==> config.mk <==
export PLATFORM = sky130hd
export DESIGN_NAME = byte_bus_arbiter_flat
export DESIGN_NICKNAME = d
export VERILOG_FILES = /design/src/rtl/byte_bus_pkg.sv /design/src/rtl/byte_bus.sv /design/src/rtl/byte_bus_arbiter_rr_pick.sv /design/src/rtl/byte_bus_arbiter.sv /design/src/flat_wrapper.sv
export SDC_FILE = /design/constraint.sdc
export NUM_CORES = 1
export LEC_CHECK = 0
export ABC_CLOCK_PERIOD_IN_PS = 2800
export CORE_MARGIN = 8
export CORE_UTILIZATION = 38
export DETAILED_ROUTE_END_ITERATION = 8
export GPL_ROUTABILITY_DRIVEN = 0
export PLACE_DENSITY = 0.79
export SLEW_MARGIN = 5
export SYNTH_ARGS = -nofsm -noshare
export SYNTH_HDL_FRONTEND = slang
export SYNTH_HIERARCHICAL = 1
export SYNTH_SLANG_ARGS = --single-unit
export TNS_END_PERCENT = 1
==> constraint.sdc <==
create_clock -name clk -period 2.8 [get_ports clk]
set_input_delay 0.56 -clock clk [delete_from_list [all_inputs] [get_ports clk]]
set_output_delay 0.56 -clock clk [all_outputs]
set_load 0.01 [all_outputs]
==> src/rtl/byte_bus_pkg.sv <==
// byte_bus_pkg: shared types for the byte bus arbiter.
// Provides BYTE_W, the arbiter state enum and the byte type.
package byte_bus_pkg;
  localparam int BYTE_W = 8;
  typedef enum logic {IDLE, BUSY} arb_state_t;
  typedef logic [BYTE_W-1:0] byte_t;
endpackage

==> src/rtl/byte_bus.sv <==
// byte_bus: shared byte-wide bus (x = data byte, vld = byte valid).
// Modport ctrl is the driving side, mon the observing side.
interface byte_bus;
  import byte_bus_pkg::*;
  byte_t x;
  logic  vld;
  modport ctrl (output x, vld);
  modport mon  (input x, vld);
endinterface

==> src/rtl/byte_bus_arbiter_rr_pick.sv <==
// rr_pick: combinational round-robin picker over N requesters.
// Ports: req, excl (mask), start (first index scanned) -> valid, pick.
module rr_pick #(
  parameter int N = 4
) (
  input  logic [N-1:0]         req,
  input  logic [N-1:0]         excl,
  input  logic [$clog2(N)-1:0] start,
  output logic                 valid,
  output logic [$clog2(N)-1:0] pick
);
  localparam int IW = $clog2(N);

  logic [N-1:0]  elig;
  logic [IW-1:0] idx [N];

  // Position k of the rotated scan maps to (start + k) mod N.
  for (genvar k = 0; k < N; k++) begin : g_rot
    logic [IW:0] sum;
    assign sum = {1'b0, start} + (IW+1)'(k);
    assign idx[k] = (sum >= (IW+1)'(N))
                  ? IW'(sum - (IW+1)'(N))
                  : IW'(sum);
    assign elig[k] = req[idx[k]] & ~excl[idx[k]];
  end

  always_comb begin
    pick = '0;
    for (int k = N - 1; k >= 0; k--) begin
      if (elig[k]) pick = idx[k];
    end
  end

  assign valid = |elig;
endmodule

==> src/rtl/byte_bus_arbiter.sv <==
// byte_bus_arbiter: round-robin, burst-bounded sharing of one byte_bus.
// Ports: clk, rst (async high), req[N], data[N][8] -> gnt, owner, busy, bus.
module byte_bus_arbiter
  import byte_bus_pkg::*;
#(
  parameter int N         = 4,
  parameter int MAX_BURST = 3
) (
  input  logic                     clk,
  input  logic                     rst,
  input  logic [N-1:0]             req,
  input  logic [N-1:0][BYTE_W-1:0] data,
  output logic [N-1:0]             gnt,
  output logic [$clog2(N)-1:0]     owner,
  output logic                     busy,
  byte_bus.ctrl                    bus
);
  localparam int IW = $clog2(N);
  localparam int CW = $clog2(MAX_BURST + 1);

  if (N < 2) begin : g_chk_n
    $error("byte_bus_arbiter: N must be >= 2");
  end
  if (MAX_BURST < 1) begin : g_chk_b
    $error("byte_bus_arbiter: MAX_BURST must be >= 1");
  end

  arb_state_t    state, state_nx;
  logic [N-1:0]  gnt_nx;
  logic [IW-1:0] owner_nx;
  logic [IW-1:0] last, last_nx;
  logic [CW-1:0] cnt, cnt_nx;

  logic          rel;
  logic          pk_valid;
  logic [IW-1:0] pk_idx;
  logic [IW-1:0] start;
  logic [N-1:0]  excl;
  logic          vld;

  function automatic logic [IW-1:0] inc(input logic [IW-1:0] i);
    return (i == IW'(N - 1)) ? '0 : i + IW'(1);
  endfunction

  rr_pick #(.N(N)) u_pick (
    .req   (req),
    .excl  (excl),
    .start (start),
    .valid (pk_valid),
    .pick  (pk_idx)
  );

  always_comb begin
    rel   = !req[owner] || (cnt == CW'(MAX_BURST));
    start = (state == BUSY) ? inc(owner) : inc(last);
    excl  = '0;
    if (state == BUSY && !req[owner]) excl[owner] = 1'b1;

    state_nx = state;
    gnt_nx   = gnt;
    owner_nx = owner;
    last_nx  = last;
    cnt_nx   = cnt;

    case (state)
      IDLE: begin
        if (pk_valid) begin
          state_nx = BUSY;
          gnt_nx   = {{(N-1){1'b0}}, 1'b1} << pk_idx;
          owner_nx = pk_idx;
          last_nx  = pk_idx;
          cnt_nx   = CW'(1);
        end
      end
      BUSY: begin
        if (!rel) begin
          cnt_nx = cnt + CW'(1);
        end else if (pk_valid) begin
          // Hand over directly; the owner is scanned last.
          gnt_nx   = {{(N-1){1'b0}}, 1'b1} << pk_idx;
          owner_nx = pk_idx;
          last_nx  = pk_idx;
          cnt_nx   = CW'(1);
        end else begin
          state_nx = IDLE;
          gnt_nx   = '0;
          owner_nx = '0;
          cnt_nx   = '0;
        end
      end
      default: state_nx = IDLE;
    endcase
  end

  always_ff @(posedge clk or posedge rst) begin
    if (rst) begin
      state <= IDLE;
      gnt   <= '0;
      owner <= '0;
      last  <= IW'(N - 1);
      cnt   <= '0;
    end else begin
      state <= state_nx;
      gnt   <= gnt_nx;
      owner <= owner_nx;
      last  <= last_nx;
      cnt   <= cnt_nx;
    end
  end

  assign busy    = (state == BUSY);
  assign vld     = busy && req[owner];
  assign bus.vld = vld;
  assign bus.x   = vld ? data[owner] : '0;
endmodule

==> src/flat_wrapper.sv <==
// flat-port wrapper written by rule: the top's interface ports become plain ports
module byte_bus_arbiter_flat import byte_bus_pkg::*;
#(
  parameter int N         = 4,
  parameter int MAX_BURST = 3
)
  (clk, rst, req, data, gnt, owner, busy, bus_x, bus_vld);
  byte_bus bus_i ();
  input  logic clk;
  input  logic rst;
  input  logic [N-1:0] req;
  input  logic [N-1:0][BYTE_W-1:0] data;
  output logic [N-1:0] gnt;
  output logic [$clog2(N)-1:0] owner;
  output logic busy;
  output wire logic [$bits(bus_i.x)-1:0] bus_x;
  output wire logic [$bits(bus_i.vld)-1:0] bus_vld;
  assign bus_x = bus_i.x;
  assign bus_vld = bus_i.vld;
  byte_bus_arbiter #(.N(N), .MAX_BURST(MAX_BURST)) u_core (.clk(clk), .rst(rst), .req(req), .data(data), .gnt(gnt), .owner(owner), .busy(busy), .bus(bus_i));
endmodule
[Word level (Yosys, flattened, before mapping)]
Cells that the tools add are included.
Cells by class
  $add $sub $neg: 10
  magnitude comparators: 10
  equal/unequal tests: 5
  shifts and indexed selects: 1
  mux-type cells: 53
  bitwise logic cells: 9
  reduce and logical (&&, ||, !) cells: 7
Operators with widths (number)
  2-bit 2-to-1 mux: 18
  1-bit binary-select mux with 2-bit select: 9
  8-bit binary-select mux with 2-bit select: 1
  4-bit 2-to-1 mux: 4
  8-bit 2-to-1 mux: 2
  2-bit by 3-bit less-than comparator with 1-bit output, second input constant: 5
  1-bit 2-to-1 mux: 13
  2-bit one-hot mux with 2 select lines: 3
  3-bit >= comparator, second input constant: 3
  4-bit one-hot mux with 2 select lines: 1
  2-bit by 1-bit subtractor with 2-bit output, second input constant: 4
  2-bit by 1-bit adder with 2-bit output, second input constant: 3
  2-bit by 2-bit adder with 3-bit output, second input constant: 2
  2-bit equality test, second input constant: 3
  1-bit NOT: 5
  1-bit bitwise AND: 4
  4-bit OR reduction: 1
  1-bit by 2-bit << shifter with 4-bit output, first input constant: 1
  2-bit by 1-bit adder with 3-bit output, second input constant: 1
  2-bit by 3-bit >= comparator with 1-bit output, second input constant: 1
  1-bit logical AND: 3
  1-bit demux with 2-bit select: 1
  2-bit by 1-bit >= comparator with 1-bit output, second input constant: 1
  2-bit by 1-bit != test with 1-bit output, second input constant: 1
  5 further kinds: 5
Word-level totals
  bits in registers: 11
  input bits: 38
  logic and storage cells: 100

[Longest topological paths before layout]
Gate-level depths: netlist (run 1).
  depth in word-level cells: 18
  depth in mapped cells: 10
  gate-level depth less buffers: 9

[Hierarchy]
Netlist (run 1), hierarchy kept.
By module, submodules not included
  byte_bus_arbiter: times used 1, cells each 76, area an instance 878.3 um^2, seq. area each 277.8 um^2
  rr_pick: times used 1, cells each 17, area an instance 107.6 um^2, seq. area each 0.0 um^2

[Worst setup path before layout (run 1)]
Ideal clock, no wire load.
  path type: in2reg
  from: in req[3]
  to: reg u_core.last[1]
  library setup time: 0.085 ns
  data arrival time: 2.409 ns
  data required time: 2.715 ns
  slack: 0.306 ns
  stages: 9
  buffers on the path: 1
  path through: mux4_2 > buf_2 > nor2_2 > and2_1 > nand2b_1 > nor2b_1 > nand3_1 > a21boi_4 > mux2_1
Between the ends
  elaborated cells between the ends (all ways): 39
RTL lines
  start: declaration: line flat_wrapper.sv:11  | input logic [N-1:0] req;
  1-bit binary-select mux with 2-bit select *: line byte_bus_arbiter.sv:57  | if (state == BUSY && !req[owner]) excl[owner] = 1'b1;
  1-bit 2-to-1 mux (implied by the code) *: line byte_bus_arbiter.sv:57
  1-bit zero test *: line byte_bus_arbiter.sv:57
  1-bit logical AND *: line byte_bus_arbiter.sv:57
  4-bit 2-to-1 mux *: line byte_bus_arbiter.sv:57
  net u_core.excl[2]: line byte_bus_arbiter.sv:38  | logic [N-1:0] excl;
  1-bit binary-select mux with 2-bit select: line byte_bus_arbiter_rr_pick.sv:24  | assign elig[k] = req[idx[k]] & ~excl[idx[k]];
  1-bit 2-to-1 mux (implied by the code): line byte_bus_arbiter_rr_pick.sv:24
  1-bit NOT: line byte_bus_arbiter_rr_pick.sv:24
  1-bit bitwise AND: line byte_bus_arbiter_rr_pick.sv:24
  4-bit OR reduction *: line byte_bus_arbiter_rr_pick.sv:34  | assign valid = |elig;
  net u_core.pk_valid: line byte_bus_arbiter.sv:35  | logic pk_valid;
  2-bit 2-to-1 mux *: line byte_bus_arbiter.sv:67, byte_bus_arbiter.sv:78
  2-bit 2-to-1 mux: line byte_bus_arbiter.sv:76  | if (!rel) begin
  2-bit one-hot mux with 2 select lines *: line byte_bus_arbiter.sv:65  | case (state)
  end signal: assignment: line byte_bus_arbiter.sv:100  | last <= IW'(N - 1);
  end signal: assignment: line byte_bus_arbiter.sv:106  | last <= last_nx;
  end: declaration: line byte_bus_arbiter.sv:31  | logic [IW-1:0] last, last_nx;
Mark *: on every way through the listed nets, which the timed path passes. The rest lies on a longest branch. The select of a mux whose other input is x is not followed.
A chain may end at the register's enable or synchronous reset.

[Worst setup path in the final report (run 1)]
  from: in req[3]
  to: reg u_core.gnt[0]
Between the ends
  cells in the longest elaborated chain, start to end: 17
  elaborated cells between the ends (all ways): 43
Ends and longest elaborated chain
  1-bit binary-select mux with 2-bit select *: line byte_bus_arbiter.sv:57
  1-bit 2-to-1 mux (implied by the code) *: line byte_bus_arbiter.sv:57
  1-bit zero test *: line byte_bus_arbiter.sv:57
  1-bit logical AND *: line byte_bus_arbiter.sv:57
  4-bit 2-to-1 mux *: line byte_bus_arbiter.sv:57
  net u_core.excl[0]: line byte_bus_arbiter.sv:38
  1-bit binary-select mux with 2-bit select: line byte_bus_arbiter_rr_pick.sv:24
  1-bit 2-to-1 mux (implied by the code): line byte_bus_arbiter_rr_pick.sv:24
  1-bit NOT: line byte_bus_arbiter_rr_pick.sv:24
  1-bit bitwise AND: line byte_bus_arbiter_rr_pick.sv:24
  2-bit 2-to-1 mux (3 in series): line byte_bus_arbiter_rr_pick.sv:30  | if (elig[k]) pick = idx[k];
  2-bit 2-to-1 mux *: line byte_bus_arbiter_rr_pick.sv:30
  net u_core.pk_idx[1]: line byte_bus_arbiter.sv:36  | logic [IW-1:0] pk_idx;
  1-bit by 2-bit << shifter with 4-bit output *: line byte_bus_arbiter.sv:69, byte_bus_arbiter.sv:80
  4-bit 2-to-1 mux: line byte_bus_arbiter.sv:78  | end else if (pk_valid) begin
  4-bit 2-to-1 mux: line byte_bus_arbiter.sv:76
  4-bit one-hot mux with 2 select lines *: line byte_bus_arbiter.sv:65
  end signal: assignment: line byte_bus_arbiter.sv:104  | gnt <= gnt_nx;
  end: declaration: line byte_bus_arbiter.sv:13  | output logic [N-1:0] gnt,
Marked as above.

==> results of run 1 <==
[kinds of logic after synthesis]
logic type	count (synthesis)	synth area share [%]
AOI/OAI and AO/OA	19	15.99
muxes	12	23.86
DFF	11	28.17
adders and majority gates	6	7.614
and+or+nand+nor	31	18.78
buffers and inverters	14	5.584
[what timing repair did]
item,4_1_cts,5_1_grt
buffers inserted,1,0
setup endpoints to repair,9,12
resized for setup,5,9
hold buffers,0,0
cloned,1,0
[final timing paths]
check / slack [ns] / cells after the start / from / end
setup / recovery: 0.07 / 10 / req[3] / u_core/gnt[0]$_DFFE_PP0P_
hold / removal: 0.48 / 2 / u_core/last[0]$_DFFE_PP1P_ / u_core/last[0]$_DFFE_PP1P_
setup reg to reg: 0.33 / 9 / u_core/owner[0]$_DFFE_PP0P_ / u_core/gnt[0]$_DFFE_PP0P_
hold reg to reg: 0.48 / 2 / u_core/last[0]$_DFFE_PP1P_ / u_core/last[0]$_DFFE_PP1P_
max in group asynchronous: 1.90 / 2 / rst / u_core/last[1]$_DFFE_PP1P_
min in group asynchronous: 0.58 / 2 / rst / u_core/gnt[3]$_DFFE_PP0P_
[critical path, stage by stage]
cell and delay [ns]:
clkdlybuf4s50_1 0.45, mux4_2 0.58, nor2_2 0.16, and2_1 0.15, nand2b_1 0.13, buf_4 0.12
o21ai_1 0.06, a21oi_1 0.31, inv_1 0.11, a32o_1 0.26
[per-stage QoR]
| step | hold slack (ns) | setup slack (ns) |
|---|---|---|
| final | 0.4818 | 0.07206 |
| after global routing | 0.5115 | -0.04371 |
| after CTS | 0.4891 | 0.001870 |
| after detailed placement | 0.4779 | -0.2545 |
| after global placement | 0.4743 | -0.1288 |
| after floorplan | 0.4110 | 0.3064 |
[sequential cells by signal, indices dropped and copies added (netlist names)]
register,count
u_core/busy,1
u_core/cnt,2
u_core/gnt,4
u_core/last,2
u_core/owner,2
[cells in the mapped netlist, types with 2 or more instances]
master	number	share of area (%)
a22o_1	4	3.6
and2_1	4	2.5
a21o_1	2	1.5
dfstp_2	2	5.3
clkbuf_1	2	0.76
inv_1	10	3.8
ha_1	6	7.6
nand2b_1	3	1.9
a21oi_1	3	1.5
dfrtp_1	9	23
buf_2	2	1.0
nand2_1	3	1.1
a32o_1	2	2.0
and3_1	8	5.1
mux4_2	9	21
nor2b_1	5	3.2
[cell type report]
type	instances	area share [%]
well taps	30	2.193
inverters	10	2.193
clock buffers	4	1.535
flip-flops and latches	11	16.23
multi-input cells	69	40.28
repair buffers	67	37.57
[power by group]
| group | switching [mW] | internal (mW) |
|---|---|---|
| combinational | 0.531 | 0.675 |
| clock | 0.0530 | 0.0552 |
| sequential | 0.0728 | 0.237 |
| total | 0.656 | 0.968 |
[routing by layer]
layer | vias up | share of wire, % | global-route usage (%) | wire [um]
met5 | - | 0 | 0 | 0
met4 | 0 | 1.3 | 6.266 | 46
met3 | 5 | 9.8 | 3.523 | 349
met2 | 61 | 45 | 26.88 | 1593
met1 | 506 | 44 | 19.23 | 1564
li1 | 485 | - | - | -
==> impl_metrics.csv, run 1 <==
group,metric,value,unit
global_route,antenna_found_initial,0,
clock_tree,cts_buffer_depth,2,
yosys,synthArstFlopShare,100.0,%
floorplan,die_h,66.94,um
setup_path,crit_path_end_kind,"flop",
yosys,ys_ff_latch,11,
detailed_routing,dr.pass1.iters,4,
detailed_routing,drc,0,
final_layout,post-route-util,69.09,%
final_layout,diodes,0,
clock_tree,insertion_delay,0.27,ns
setup_path,cp_max_fo,5,
clock_tree,htreeDepth,1,
sta,period_needed,2.728,ns
yosys,synthDistinctLibCells,35,
yosys,ys_seq_area_share,28.17,%
setup_path,start_kind,"input pin",
yosys,syn_inst,93,
sta,final.period_utilization,97.43,%
sta,max_slew_margin,67.73,%
job,maxCapViolCount,0,
setup_path,path_class,"input pin to flop",
floorplan,die-area,4480,um^2
sta,drv_slew,0,
outcome,outcome,"finished clean",
placed_design,dp_cells,185,
floorplan,pin_count,54,
global_route,overflow,0,
power,finalPower,1.624,mW
clock_tree,cts_made_buffers,3,
floorplan,initial_utilization,39.80,%
detailed_routing,wl,3.554,mm
final_layout,nets,206,
sta,hold_viol_final,0,
detailed_routing,drt_iter0_drc,75,
clock_tree,cts_tree,"yes",
final_layout,n_fill_cell,202,
clock_tree,clock-sinks,11,
sta,skew,0.0006352,ns
floorplan,fp.dieW,66.94,um
sta,setup_tns,0,ns
global_route,grt_first_pass_wirelength,5.589,mm
power,power_leakage,0.8345,nW
floorplan,design.core.area,2477,um^2
global_route,grt_usage,15.99,%
final_layout,register_area,277.8,um^2
setup_path,arrival,2.89,ns
final_layout,final_common_cell,"clkdlybuf4s50_1",
detailed_routing,wire_per_inst,18.61,um
sta,worst_pin_slew,0.4841,ns
final_layout,final_cell_mix,"clkdlybuf4s50_1, buf_4, mux4_2, inv_1, dfrtp_1",
final_layout,drive_above_1_share,23.60,%
placed_design,port_buffers,53,
final_layout,instances_no_fill,191,
floorplan,rows,18,
yosys,synth_fp_nets,137,
yosys,ys.flop_type,"dfrtp_1",
yosys,synth_area,985.9,um^2
power,ir_drop,0.6701,mV
global_route,grt_pass1_vias,1075,
sta,setup_viol,0,
placed_design,placed_cell_area,1634,um^2
placed_design,hpwl,2.675,mm
sta,fmax,366.6,MHz
final_layout,synthToLayoutAreaGrowth,73.60,%
global_route,grt_start_max_net_pins,17,
final_layout,multi_input_area,689.4,um^2
setup_path,worstPathRequired,2.96,ns
detailed_routing,antenna_left,0,
clock_tree,root_buffer,"clkbuf_4",
detailed_routing,vias,1057,
sta,rsz0062_at_grt,"true",
final_layout,final_area,1712,um^2
power,power_density,948.9,nW/um^2
detailed_routing,routed_via_density,5.534,
yosys,synth.avg_cell_area,10.60,um^2
yosys,synth_edf_count,0,
clock_tree,path_clk_slew,0.07,ns
yosys,yosysWarnings,6,
min_path,min_path_type,"flop to flop",
No activity file was read; power rests on OpenSTA's default activity.
==> inputs of run 2 (changes only) <==
Settings changed: CORE_UTILIZATION 38 to 40, HOLD_SLACK_MARGIN from default to 0.08, PLACE_DENSITY 0.79 to 0.91, SYNTH_HIERARCHICAL 1 to default.
==> impl_metrics.csv, run 2 <==
group,metric,value,unit
clock_tree,cts_buffer_depth,2,
global_route,top_usage_layer,"met2",
floorplan,die-area,4622,um^2
final_layout,largest-register,"u_core.gnt",
sta,setup_viol,0,
setup_path,worstPathRequired,2.24,ns
sta,whs,0.5000,ns
setup_path,critPathLaunch,"req[3]",
min_path,hold_path_depth,1,
global_route,use_met1,17.85,%
min_path,min_path_type,"flop to flop",
floorplan,die_h,67.99,um
yosys,synth_most_common_cell,"dfrtp_1",
detailed_routing,vias,1131,
setup_path,critPathCapture,"bus_x[4]",
yosys,synth_commonest_cells,"dfrtp_1, and3_1, mux4_2",
sta,worst_pin_slew,0.4377,ns
clock_tree,root_buffer,"clkbuf_4",
final_layout,post-route-util,65.79,%
clock_tree,hold_buffers,0,
detailed_routing,drc,0,
setup_path,cp_max_fo,10,
placed_design,port_buffers,53,
yosys,ys_seq_area_share,25.69,%
yosys,synth_fp_nets,147,
clock_tree,clock-sinks,11,
final_layout,nets,212,
yosys,synth_edf_count,0,
sta,setup_tns,0,ns
global_route,grt_first_pass_wirelength,5.733,mm
floorplan,fp.dieW,67.99,um
yosys,syn_inst,103,
power,finalPower,1.958,mW
yosys,synth_area,1081,um^2
final_layout,final_cell_mix,"clkdlybuf4s50_1, buf_4, dfrtp_1",
placed_design,hpwl,3.067,mm
detailed_routing,wl,3.691,mm
final_layout,diodes,0,
setup_path,slowest_stage,"clkdlybuf4s50_1",
yosys,ys_ff_latch,11,
setup_path,start_kind,"input pin",
global_route,antenna_found_initial,0,
final_layout,largest_reg_flops,4,
final_layout,final_common_cell,"clkdlybuf4s50_1",
power,power_density,1118,nW/um^2
detailed_routing,routed_via_density,5.712,
power,ir_drop,0.8618,mV
final_layout,drive_above_1_share,19.76,%
final_layout,synthToLayoutAreaGrowth,62.04,%
min_path,hp-start,"u_core.gnt[1]$_DFFE_PP0P_",
floorplan,pin_count,54,
sta,rsz0062_at_grt,"false",
final_layout,n_fill_cell,209,
global_route,grt_usage,16.24,%
setup_path,crit_path_end_kind,"primary output",
sta,drv_slew,0,
detailed_routing,wire_per_inst,18.64,um
sta,final.period_utilization,92.35,%
clock_tree,htreeDepth,1,
setup_path,rr_startpoint,"u_core.owner[1]$_DFFE_PP0P_",
detailed_routing,dr.pass1.iters,4,
yosys,ys.flop_type,"dfrtp_1",
yosys,synthDistinctLibCells,43,
setup_path,path_common_cell,"mux2i_1",
setup_path,path_class,"input pin to primary output",
sta,period_needed,2.586,ns
floorplan,rows,19,
sta,skew,0.002361,ns
outcome,outcome,"finished clean",
clock_tree,insertion_delay,0.27,ns
placed_design,place_ws,-0.00004086,ns
global_route,overflow,0,
setup_path,r2r-end,"u_core.last[0]$_DFFE_PP1P_",
detailed_routing,antenna_left,0,
job,maxCapViolCount,0,
setup_path,rrSetupSlack,0.27,ns
yosys,synthTopCellsByArea,"dfrtp_1, mux4_2, ha_1, dfstp_2, and3_1",
floorplan,initial_utilization,40.60,%
global_route,grt.met3_usage,2.946,%
power,power_leakage,0.8769,nW
global_route,grt_pass1_vias,1228,
yosys,synthArstFlopShare,100.0,%
detailed_routing,drt_iter0_drc,73,
sta,fmax,386.7,MHz
clock_tree,cts_tree,"yes",
sta,max_slew_margin,70.79,%
floorplan,design.core.area,2663,um^2
setup_path,cpPeakStageDelay,0.43,ns
clock_tree,cts_made_buffers,3,
yosys,synth.avg_cell_area,10.50,um^2
sta,layout_setup_ws,0.2142,ns
setup_path,cp_cell_sequence,"clkdlybuf4s50_1, mux2i_1, mux2i_1, buf_4, and3_1, dlygate4sd2_1",
clock_tree,path_clk_slew,0.06,ns
yosys,yosys.area.top_type,"dfrtp_1",
setup_path,arrival,2.03,ns
setup_path,worstRegToRegCells,7,
yosys,yosysWarnings,0,
global_route,grt_start_max_net_pins,14,
yosys,synth_top_area_share,20.83,%
sta,hold_viol_final,0,
global_route,met2_usage,29.66,%
## run 2: final cells by class
type / instances / area (um^2) / area share (%)
well taps: 31 / 38.79 / 2.214
multi-input cells: 81 / 750.7 / 42.86
clock buffers: 4 / 26.28 / 1.500
inverters: 7 / 26.28 / 1.500
repair buffers: 64 / 631.9 / 36.07
flip-flops and latches: 11 / 277.8 / 15.86
## run 2: cells by family (layout without fill, tap and decap cells)
logic type	count (synthesis)	after routing	synth area share, %
DFF	11	11	25.69
AOI/OAI and AO/OA	32	32	23.73
and+or+nand+nor	29	29	16.32
buffers and inverters	11	75	4.860
adders and majority gates	6	6	6.944
muxes	14	14	22.45
## run 2: how the worst min path moves through the flow
stage                                            end  slack [ns]
final                      u_core.gnt[1]$_DFFE_PP0P_        0.50
after global routing      u_core.last[1]$_DFFE_PP1P_        0.52
after CTS                  u_core.gnt[1]$_DFFE_PP0P_        0.51
after detailed placement   u_core.gnt[1]$_DFFE_PP0P_        0.48
after global placement     u_core.gnt[0]$_DFFE_PP0P_        0.48
after floorplan                u_core.busy$_DFF_PP0_        0.41
## run 2: worst max-delay path: cells and delay by family
family / cells / cell delay [ns]
multiplexers: 2 / 0.37
buffers and inverters: 3 / 0.91
AND/OR/NAND/NOR: 1 / 0.18
## run 2: power breakdown
| group | leakage, nW | switching, mW | internal (mW) |
|---|---|---|---|
| Sequential | 0.131 | 0.0718 | 0.247 |
| Clock | 0.0150 | 0.0497 | 0.0552 |
| Combinational | 0.731 | 0.752 | 0.782 |
## run 2: metal layers
metal,vias to the layer above,share of wire [%],routed length [um]
met5,-,0,0
met4,0,1.8,67
met3,8,4.3,159
met2,33,55,2014
met1,557,39,1449
li1,533,-,-
## run 2: repair_timing
action	4_1_cts	5_1_grt
setup buffers	0	0
resized for setup	1	8
setup endpoints to repair	1	8
## run 2: per-stage QoR
step                      instance area, um^2  cells
after floorplan                          1081    103
after global placement                   1707    194
after detailed placement                 1707    194
after CTS                                1732    198
after global routing                     1752    198
final                                    1752    198
==> inputs of run 3 (changes only) <==
Settings changed: ABC_CLOCK_PERIOD_IN_PS 2800 to 2550, CORE_UTILIZATION 40 to 55, DONT_BUFFER_PORTS from default to 1, PLACE_DENSITY 0.91 to 0.75.
Clock period 2.8 ns to 2.55 ns, I/O delays scaled along.
==> impl_metrics.csv, run 3 (same netlist as run 2, synthesis figures left out) <==
group,metric,value,unit
outcome,outcome,"finished clean",
floorplan,design.core.area,1902,um^2
clock_tree,cts_tree,"yes",
power,p_comb_share,74.0,%
setup_path,path_buf_inv,1,
power,ir_drop,0.7465,mV
setup_path,worstPathRequired,2.69,ns
setup_path,crit_path_end_kind,"flop",
clock_tree,clock-sinks,11,
placed_design,hpwl,2.244,mm
setup_path,cp_max_fo,8,
final_layout,multi_input_area,757.0,um^2
detailed_routing,wl,2.776,mm
placed_design,place_ws,0.1505,ns
power,clkPwrFrac,6.2,%
detailed_routing,antenna_left,0,
final_layout,post-route-util,61.32,%
detailed_routing,met1Wirelength,1.065,mm
setup_path,arrival,2.55,ns
floorplan,fp.dieW,60.34,um
sta,whs,0.1141,ns
detailed_routing,wire_per_inst,20.41,um
sta,skew,0.006718,ns
detailed_routing,met2_length,1.487,mm
detailed_routing,dr.pass1.iters,4,
clock_tree,cts_made_buffers,3,
setup_path,slowest_stage,"dfrtp_1",
setup_path,start_kind,"flop",
global_route,grt_pass1_vias,961,
final_layout,nets,154,
sta,setup_viol,0,
sta,fmax,415.8,MHz
global_route,grt_usage,15.79,%
clock_tree,root_buffer,"clkbuf_4",
sta,worst_pin_slew,0.4086,ns
detailed_routing,drc,0,
clock_tree,htreeDepth,1,
placed_design,port_buffers,0,
final_layout,final_cell_mix,"dfrtp_1, mux4_2, and3_1",
detailed_routing,top_layer_used,"met4",
floorplan,pin_count,54,
clock_tree,insertion_delay,0.26,ns
min_path,min_path_type,"input pin to asynchronous set/reset pin",
setup_path,critPathTopFamily,"compound AO/OA/AOI/OAI gates",
clock_tree,path_clk_slew,0.07,ns
setup_path,cp_cell_sequence,"ha_2, nor3b_2, nor2_1, a311o_1, buf_4, o211ai_1, o211ai_1, a22o_1",
final_layout,final_common_cell,"dfrtp_1",
final_layout,n_fill_cell,172,
sta,layout_setup_ws,0.1448,ns
power,power_density,1567,nW/um^2
global_route,overflow,0,
final_layout,largest_reg_flops,4,
floorplan,die_h,60.34,um
global_route,grt_first_pass_wirelength,4.381,mm
floorplan,rows,16,
final_layout,synthToLayoutAreaGrowth,7.870,%
global_route,grt_start_max_net_pins,15,
sta,hold_viol_final,0,
sta,final.period_utilization,94.32,%
clock_tree,cts_buffer_depth,2,
setup_path,cpPeakStageDelay,0.48,ns
detailed_routing,routed_via_density,6.449,
final_layout,largest-register,"u_core.gnt",
power,intPower,0.9455,mW
job,maxCapViolCount,0,
power,power_leakage,0.5344,nW
final_layout,drive_above_1_share,27.52,%
global_route,antenna_found_initial,0,
sta,max_slew_margin,72.76,%
final_layout,register_area,277.8,um^2
sta,drv_slew,0,
power,p_sw_share,48.25,%
power,p_sw,0.8814,mW
floorplan,initial_utilization,56.84,%
detailed_routing,met3_wirelength,186,um
setup_path,path_class,"flop to flop",
setup_path,rrSetupSlack,0.14,ns
setup_path,path_common_cell,"o211ai_1",
detailed_routing,vias,877,
floorplan,die-area,3640,um^2
detailed_routing,drt_iter0_drc,29,
final_layout,diodes,0,
sta,period_needed,2.405,ns
power,pwr-share-seq,19.8,%
==> run 3: changes by cell type in the layout (fill, tap and decap cells not counted), sizes merged <==
| cell | previous run | this run |
|---|---|---|
| dlygate4sd2 | 1 | 0 |
| buf | 11 | 6 |
| clkdlybuf4s50 | 44 | 0 |
| dlymetal6s2s | 8 | 0 |
==> run 3: path summary, 6_finish.rpt <==
path	startpoint	end	cells after the start
setup / recovery	u_core.owner[0]$_DFFE_PP0P_	u_core.gnt[3]$_DFFE_PP0P_	8
hold reg to reg	u_core.cnt[1]$_DFFE_PP0P_	u_core.cnt[1]$_DFFE_PP0P_	1
max in group asynchronous	rst	u_core.last[1]$_DFFE_PP1P_	1
setup reg to reg	u_core.owner[0]$_DFFE_PP0P_	u_core.gnt[3]$_DFFE_PP0P_	8
hold / removal	rst	u_core.cnt[1]$_DFFE_PP0P_	1
min in group clk	u_core.cnt[1]$_DFFE_PP0P_	u_core.cnt[1]$_DFFE_PP0P_	1
==> run 3: per-stage QoR <==
step                instances  setup TNS, ns  power [mW]  cell area (um^2)
floorplan                 103              0       1.418              1081
CTS                       135              0       1.792              1152
global placement          131              0       1.638              1126
finish                    136              0       1.827              1166
detailed placement        131              0       1.667              1126
global route              136      -0.002002       1.987              1166
==> run 3: power by group through the flow <==
stage,clock network [mW],registers (mW),logic [mW]
final,0.113,0.363,1.35
after global routing,0.131,0.377,1.48
after CTS,0.119,0.362,1.31
after detailed placement,0,0.366,1.30
after global placement,0,0.362,1.28
after floorplan,0,0.354,1.06
==> run 3: final cells by class <==
type / count / area share, %
Clock buffer: 4 / 2.253
Inverter: 7 / 2.253
Multi-Input combinational cell: 81 / 64.91
Sequential cell: 11 / 23.82
Tap cell: 27 / 2.897
Timing Repair Buffer: 6 / 3.863
==> run 3: routing by layer <==
layer | GRT usage (%) | vias to the layer above
li1 | - | 421
met5 | 0 | -
met2 | 29.27 | 26
met4 | 6.122 | 0
met3 | 4.025 | 6
met1 | 16.50 | 424
==> run 3: repair_timing <==
action                     CTS  global route
setup endpoints to repair    0             4
hold endpoints to repair     0             0
hold buffers                 0             0
gates resized for setup      0             2
setup buffers                0             1
